`config.mk`:
```
export PLATFORM = sky130hd
export DESIGN_NAME = dram_cmd_decoder_pipe
export DESIGN_NICKNAME = d
export VERILOG_FILES = /design/src/rtl/dram_cmd_decoder_pipe.sv
export SDC_FILE = /design/constraint.sdc
export NUM_CORES = 1
export LEC_CHECK = 0
export BUFFER_PORTS_ARGS = -buffer_cell sky130_fd_sc_hd__buf_2
export CORE_MARGIN = 3
export CORE_UTILIZATION = 45
export DETAILED_ROUTE_END_ITERATION = 10
export SYNTH_ARGS = -nofsm -noshare
export SYNTH_HDL_FRONTEND = slang
export SYNTH_SLANG_ARGS = --single-unit
```
`constraint.sdc`:
```
create_clock -name sys_clk -period 3.8 [get_ports sys_clk]
set_clock_uncertainty 0.1 [all_clocks]
set_input_delay 0.57 -clock sys_clk [delete_from_list [all_inputs] [get_ports sys_clk]]
set_output_delay 0.57 -clock sys_clk [all_outputs]
set_load 0.02 [all_outputs]
```
`src/rtl/dram_cmd_decoder_pipe.sv`:
```
// dram_cmd_decoder_pipe: registered DRAM command decoder with per-bank
// open/row tracking and protocol-violation flagging. A single output
// register sits behind a valid/ready handshake on each side.
// Optional build macro: DRAM_CMD_DECODER_STATS_EN adds saturating
// forwarded-beat and error-beat counters (stat_cmds / stat_errs).
module dram_cmd_decoder_pipe #(
  parameter int ADDR_W = 32,
  parameter int ROW_W  = 16,
  parameter int COL_W  = 10,
  parameter int BANK_W = 3,
  // Derived from BANK_W; not meant to be overridden.
  localparam int NUM_BANKS = 2**BANK_W
) (
  input  logic                 sys_clk,
  input  logic                 sys_rst_n,
  input  logic                 in_valid,
  output logic                 in_ready,
  input  logic                 in_cs,
  input  logic                 in_ras,
  input  logic                 in_cas,
  input  logic                 in_we,
  input  logic [ADDR_W-1:0]    in_addr,
  output logic                 out_valid,
  input  logic                 out_ready,
  output logic [3:0]           out_cmd,
  output logic [ROW_W-1:0]     out_row,
  output logic [COL_W-1:0]     out_col,
  output logic [BANK_W-1:0]    out_bank,
  output logic [2:0]           out_err,
  output logic [NUM_BANKS-1:0] bank_open
`ifdef DRAM_CMD_DECODER_STATS_EN
  ,
  output logic [31:0]          stat_cmds,
  output logic [15:0]          stat_errs
`endif
);

  localparam logic [3:0] CMD_NOP = 4'd0;
  localparam logic [3:0] CMD_ACT = 4'd1;
  localparam logic [3:0] CMD_RD  = 4'd2;
  localparam logic [3:0] CMD_WR  = 4'd3;
  localparam logic [3:0] CMD_PRE = 4'd4;
  localparam logic [3:0] CMD_REF = 4'd5;

  localparam logic [2:0] ERR_OK          = 3'd0;
  localparam logic [2:0] ERR_RDWR_CLOSED = 3'd1;
  localparam logic [2:0] ERR_ACT_OPEN    = 3'd2;
  localparam logic [2:0] ERR_ROW_MISS    = 3'd3;
  localparam logic [2:0] ERR_REF_OPEN    = 3'd4;

  localparam int LSB_W = ADDR_W - ROW_W - COL_W - BANK_W;

  // Address fields, row at the top, then column, then bank.
  logic [ROW_W-1:0]  in_row;
  logic [COL_W-1:0]  in_col;
  logic [BANK_W-1:0] in_bank;
  assign in_row  = in_addr[ADDR_W-1 -: ROW_W];
  assign in_col  = in_addr[ADDR_W-ROW_W-1 -: COL_W];
  assign in_bank = in_addr[ADDR_W-ROW_W-COL_W-1 -: BANK_W];

  // Byte-offset bits below the bank field carry no command information.
  generate
    if (LSB_W > 0) begin : g_lsb
      logic unused_lsb;
      assign unused_lsb = ^in_addr[LSB_W-1:0];
    end
  endgenerate

  // Tracker and output register state.
  logic [NUM_BANKS-1:0] open_reg;
  logic [ROW_W-1:0]     open_row_reg [NUM_BANKS];
  logic                 out_valid_reg;
  logic [3:0]           out_cmd_reg;
  logic [ROW_W-1:0]     out_row_reg;
  logic [COL_W-1:0]     out_col_reg;
  logic [BANK_W-1:0]    out_bank_reg;
  logic [2:0]           out_err_reg;

  logic [3:0] dec_cmd;
  logic [2:0] err_next;
  logic       legal;
  logic       accept;
  logic       load;
  logic       track_upd;

  // Command decode from {we,cas,ras}.
  always_comb begin
    dec_cmd = CMD_NOP;
    case ({in_we, in_cas, in_ras})
      3'b000:  dec_cmd = CMD_REF;
      3'b001:  dec_cmd = CMD_WR;
      3'b010:  dec_cmd = CMD_RD;
      3'b011:  dec_cmd = CMD_ACT;
      3'b100:  dec_cmd = CMD_PRE;
      default: dec_cmd = CMD_NOP;
    endcase
  end

  assign legal = in_cs & ~(in_ras & in_cas & in_we) & (dec_cmd != CMD_NOP);

  // Held during reset so upstream never sees a stall while we are cleared.
  assign in_ready  = ~sys_rst_n | ~out_valid_reg | out_ready;
  assign accept    = in_valid & in_ready;
  assign load      = accept & legal;
  assign track_upd = load & (err_next == ERR_OK);

  // Protocol check against the tracker state before this beat's update.
  always_comb begin
    err_next = ERR_OK;
    case (dec_cmd)
      CMD_ACT: if (open_reg[in_bank]) err_next = ERR_ACT_OPEN;
      CMD_RD, CMD_WR: begin
        if (!open_reg[in_bank])                  err_next = ERR_RDWR_CLOSED;
        else if (open_row_reg[in_bank] != in_row) err_next = ERR_ROW_MISS;
      end
      CMD_REF: if (|open_reg) err_next = ERR_REF_OPEN;
      default: err_next = ERR_OK;
    endcase
  end

  // Output register: load on legal accepted beat, clear on drain, else hold.
  always_ff @(posedge sys_clk) begin
    if (!sys_rst_n) begin
      out_valid_reg <= 1'b0;
      out_cmd_reg   <= '0;
      out_row_reg   <= '0;
      out_col_reg   <= '0;
      out_bank_reg  <= '0;
      out_err_reg   <= '0;
    end else if (load) begin
      out_valid_reg <= 1'b1;
      out_cmd_reg   <= dec_cmd;
      out_row_reg   <= in_row;
      out_col_reg   <= in_col;
      out_bank_reg  <= in_bank;
      out_err_reg   <= err_next;
    end else if (out_ready) begin
      out_valid_reg <= 1'b0;
    end
  end

  // Per-bank tracker: ACTIVATE opens with its row, PRECHARGE closes.
  generate
    for (genvar gi = 0; gi < NUM_BANKS; gi++) begin : g_bank
      always_ff @(posedge sys_clk) begin
        if (!sys_rst_n) begin
          open_reg[gi]     <= 1'b0;
          open_row_reg[gi] <= '0;
        end else if (track_upd && (in_bank == BANK_W'(gi))) begin
          if (dec_cmd == CMD_ACT) begin
            open_reg[gi]     <= 1'b1;
            open_row_reg[gi] <= in_row;
          end else if (dec_cmd == CMD_PRE) begin
            open_reg[gi]     <= 1'b0;
          end
        end
      end
    end
  endgenerate

  assign out_valid = out_valid_reg;
  assign out_cmd   = out_cmd_reg;
  assign out_row   = out_row_reg;
  assign out_col   = out_col_reg;
  assign out_bank  = out_bank_reg;
  assign out_err   = out_err_reg;
  assign bank_open = open_reg;

`ifdef DRAM_CMD_DECODER_STATS_EN
  logic [31:0] stat_cmds_reg;
  logic [15:0] stat_errs_reg;

  // Saturating counters of forwarded beats and forwarded error beats.
  always_ff @(posedge sys_clk) begin
    if (!sys_rst_n) begin
      stat_cmds_reg <= '0;
      stat_errs_reg <= '0;
    end else if (out_valid_reg && out_ready) begin
      if (stat_cmds_reg != '1) stat_cmds_reg <= stat_cmds_reg + 32'd1;
      if ((out_err_reg != ERR_OK) && (stat_errs_reg != '1))
        stat_errs_reg <= stat_errs_reg + 16'd1;
    end
  end

  assign stat_cmds = stat_cmds_reg;
  assign stat_errs = stat_errs_reg;
`else
  // Statistics counters are not built in this configuration.
`endif

endmodule

```
# Word-level counts from Yosys, hierarchy flattened
# Memory sizes are Yosys's and may differ from the RTL's.
# Cells that the tools add are included.
# Widths: inputs -> output; s select.
[totals]
ff_bits = 45
mem_bits_rw = 128
inputBits = 40
output_inout_bits = 46
elab_cells = 123
n_memories = 1
[memory_table]
columns = ["name", "words", "width", "read_ports", "rd_ports_with_merged_regs", "wr", "line", "text"]
rows = [
  ["open_row_reg", 8, 16, 1, 0, 8, "71", "logic [ROW_W-1:0] open_row_reg [NUM_BANKS];"],
]
[classes]
order_cmp = 1
eq_ne = 17
n_mux = 46
n_bitwise = 20
reduce_logical = 24
[op_table]
columns = ["op", "count"]
rows = [
  ["$mux 16", 8],
  ["$mux 1", 31],
  ["$ne 16x16->1", 1],
  ["$reduce_and 2->1", 8],
  ["$eq 3x3->1 const B", 5],
  ["$pmux 3 s5", 1],
  ["$eq 3x2->1 const B", 4],
  ["$or 1x1->1", 10],
  ["$logic_not 3->1", 3],
  ["$pmux 3 s3", 1],
  ["$eq 4x2->1 const B", 2],
  ["$eq 4x3->1 const B", 2],
  ["$logic_and 1x1->1", 8],
  ["$reduce_or 8->1", 1],
  ["$and 1x1->1", 7],
  ["$eq 3x1->1 const B", 2],
  ["$mux 2", 3],
  ["$eq 4x1->1 const B", 1],
  ["$lt 3x4->1 const B", 1],
  ["$reduce_bool 2->1", 2],
  ["$reduce_bool 4->1", 1],
  ["$bmux 1 s3", 1],
  ["$mux 3", 1],
  ["$not 1->1", 3],
  ["$reduce_or 2->1", 1],
]

# Longest topological paths before layout
[depth]
word_depth = 12
depth_mapped = 10

# Least setup slack after synthesis
# No wires, ideal clock.
[synth_path]
path_kind = "in2reg"
from = "input port in_addr[3]"
to = "memory open_row_reg[3][0] (enable)"
arrival_ns = 2.479
slack_ns = 0.849
path_stages = 7
path_cell_list = "buf_4 mux4_2 mux2i_1 and4b_1 nor3b_4 nand3_1 nand2_1"
[synth_lines]
columns = ["element", "line", "text"]
rows = [
  ["start, declared", "22", "input logic [ADDR_W-1:0] in_addr,"],
  ["end, declared", "71", ""],
]

==> out/qor.txt <==
H-Tree Depth = 4
Number of setup buffers added after CTS = 0
Syn_nets = 688
Slew Viols, Final = 0
# setup viols final = 0
Top-area cell type share of the netlist area = 48.8%
Initial antenna violation count = 0
Peak per-stage delay on the critical path = 0.47 ns
Setup crit end kind = flip-flop
Setup TNS = 0 ns
Ranking of synthesized cells by area = edfxtp_1 (49%), dfxtp_1 (11%), and2_1 (9.6%)
Post-route ant nets = 0
Fin. Hold Viols = 0
Die Y = 138 um
CTS clk-pin slew, worst paths = 0.07 ns
MaxCap Viol Count = 0
Largest net degree at the start of global routing = 44
Synth Area in Simple Gates = 18.9%
Max VDD drop = 0.342 mV
Worst EP required = 4.00 ns
DRC = 0
Critical path's top delay family = simple AND/OR/NAND/NOR gates
P_int = 0.00317 W
Drt via density = 5.49
CP max-delay cell = nor2_4
Routability cong. = 0.776
Leak = 3.41 nW
Grt ovf = 0
Flop pwr share = 51.5%
Sw Ratio = 23.2%
Sequential fraction of the synthesis area = 60.0%
CTS sink cnt = 172
Yosys cell types = 56
Achievable Freq = 340 MHz
Clock Tree Root = clkbuf_16
FILL cells = 1469
Layer with the highest usage = met2
Worst hold-check path type = in2reg
I/O Pins = 86
Pwr Density = 455 nW/um2
Synth Area in Adders = 0%
CP max FO = 15
Final net count = 758
Max FFs per register = 128
CTS Buf Count = 17
# rows = 47
Routing usage on met3 = 4.28%
Met1 Use GR = 28.5%
Synth area leader = edfxtp_1
Dpl cells = 919
Share of cells above drive strength 1 = 24.1%
Mux share of post-synthesis cell area = 9.49%
Setup CP Type = in2reg
Period utilisation layout = 77.4%
Main combinational cell family by area after synthesis = simple AND/OR/NAND/NOR gates
Iteration-0 DRC count of the detailed router = 437
Vias in the first global route = 5211
Unrepaired setup endpoints after global routing = no
CP arrival = 3.14 ns
CTS resizes = 0
Mean post-synth cell area = 12.2 um2
CTS tree = built
Final Util = 53.7%
Synth Instances = 648
Post-synthesis compound-gate area fraction = 6.45%
First-pass GRT wire length = 31200 um
Gate power share = 8.8%
Area delta synth->final = 15.1%
Ys flop type = edfxtp_1
Hold_buf cts = 0
Final WL = 20000 um
Layout Cells excl Fill = 952
Status = finished clean
FF+latch count, synth = 172
Port bufs = 81
Core box area = 16900 um2
TritonRoute pass-1 iters = 5
Wire length per cell = 21.0 um
Critical Path Source Type = primary input
Synth warn = 0
Clock network fraction of design power = 39.8%
Post-synth EDFFs = 128
Starting Density = 46.7%
Die W = 138 um
Psw = 0.000956 W
Worst path cell trace = buf_2, mux4_2, mux2i_1, and4b_1, nor3b_4, nand2_4, nor2_4, and2_1
Routed vias = 5223
Max Root-Sink Buffers = 2
Worst Tran Pin Value = 0.677 ns
Crit path time final = 2.94 ns
Xor and xnor fraction of the mapped netlist area = 1.67%
DP Wirelength = 12400 um
Post-synthesis async set-or-reset flop share = 0%
Overall routing resource usage = 21.4%
Post-synthesis cell area = 7880 um2
Met2 usage = 36.3%
Worst-Skew Late Latency = 0.43 ns
Slew margin rel. = 54.9%
Die ar. = 19100 um2
Number of buffers and inverters on the critical path = 1
final timing paths:
path	endpoint	start	cells past startpoint	slack, ns
max	open_row_reg[2][13]	in_addr[4]	8	0.86
min	out_col[6]	in_addr[12]	3	0.27
max reg2reg	open_row_reg[2][13]	bank_open[3]	7	0.97
min reg2reg	out_row[10]	out_row[10]	2	0.35
cells in the mapped netlist, types with 4 or more instances:
cell type	instances
mux4_2	20
and2_1	121
o211ai_1	4
nor2_2	4
edfxtp_1	128
xor2_1	6
clkbuf_2	5
mux2_2	5
buf_4	10
nor4_1	6
nand2_1	81
nor2_4	4
nand2b_1	4
buf_2	5
xnor2_1	9
nor2_1	7
nor3_1	12
nand3_1	5
a21oi_1	46
nor2b_1	6
o21ai_0	11
clkbuf_1	21
mux2i_1	24
dfxtp_1	44
buf_1	15
a2bb2oi_1	4
cell usage in the layout (no fill, tap or decap), types with 11 or more instances in the layout:
cell       synthesis  routed
edfxtp_1         128     128
buf_2              5      81
nand2_1           81      81
and2_1           121     121
buf_4             10      25
mux4_2            20      20
a21oi_1           46      46
nor3_1            12      12
clkbuf_16          0      19
dfxtp_1           44      44
o21ai_0           11      11
mux2i_1           24      24
final cells by class:
class / count / area (um2) / share of cell area (%)
flip-flops and latches: 172 / 4720 / 52.1
multi-input cells: 417 / 2880 / 31.8
repair buffers: 107 / 613 / 6.76
clock buffers: 24 / 504 / 5.56
well taps: 220 / 275 / 3.04
clock inverters: 8 / 55.1 / 0.607
inverters: 3 / 11.3 / 0.124
diodes: 1 / 2.50 / 0.0276
worst min-delay path, delay by kind of cell:
| kind | cells | cell delay, ns |
|---|---|---|
| buffers and inverters | 1 | 0.09 |
| and+or+nand+nor | 1 | 0.04 |
| AOI/OAI and AO/OA | 1 | 0.05 |
cell families after synthesis:
logic type	Yosys count
other	1
multiplexers	49
AO/OA/AOI/OAI	84
AND/OR/NAND/NOR	268
buffers and inverters	59
flip-flops	172
XOR/XNOR	15
metrics by stage:
step / power [W] / area [um2] / hold slack [ns] / setup slack (ns)
3_5_place_dp: 0.00252 / 8510 / 0.346 / 0.397
2_1_floorplan: 0.00239 / 7880 / 0.430 / 0.849
6_report: 0.00412 / 9070 / 0.274 / 0.859
4_1_cts: 0.00416 / 9060 / 0.257 / 0.864
3_3_place_gp: 0.00251 / 8510 / 0.339 / 0.436
5_1_grt: 0.00428 / 9060 / 0.285 / 0.699
metal layers:
layer / vias to the layer above / wire (um)
met3: 17 / 928
met1: 2644 / 8670
met5: - / 0
met2: 123 / 10100
met4: 0 / 254
li1: 2439 / -
power groups by stage:
stage	Clock [W]	Combinational (W)	Sequential (W)
after floorplan	0	0.000222	0.00217
after global placement	0	0.000356	0.00216
after detailed placement	0	0.000363	0.00216
after CTS	0.00168	0.000364	0.00212
after global routing	0.00176	0.000392	0.00213
final	0.00164	0.000362	0.00212
(Power assumes the default switching activity.)
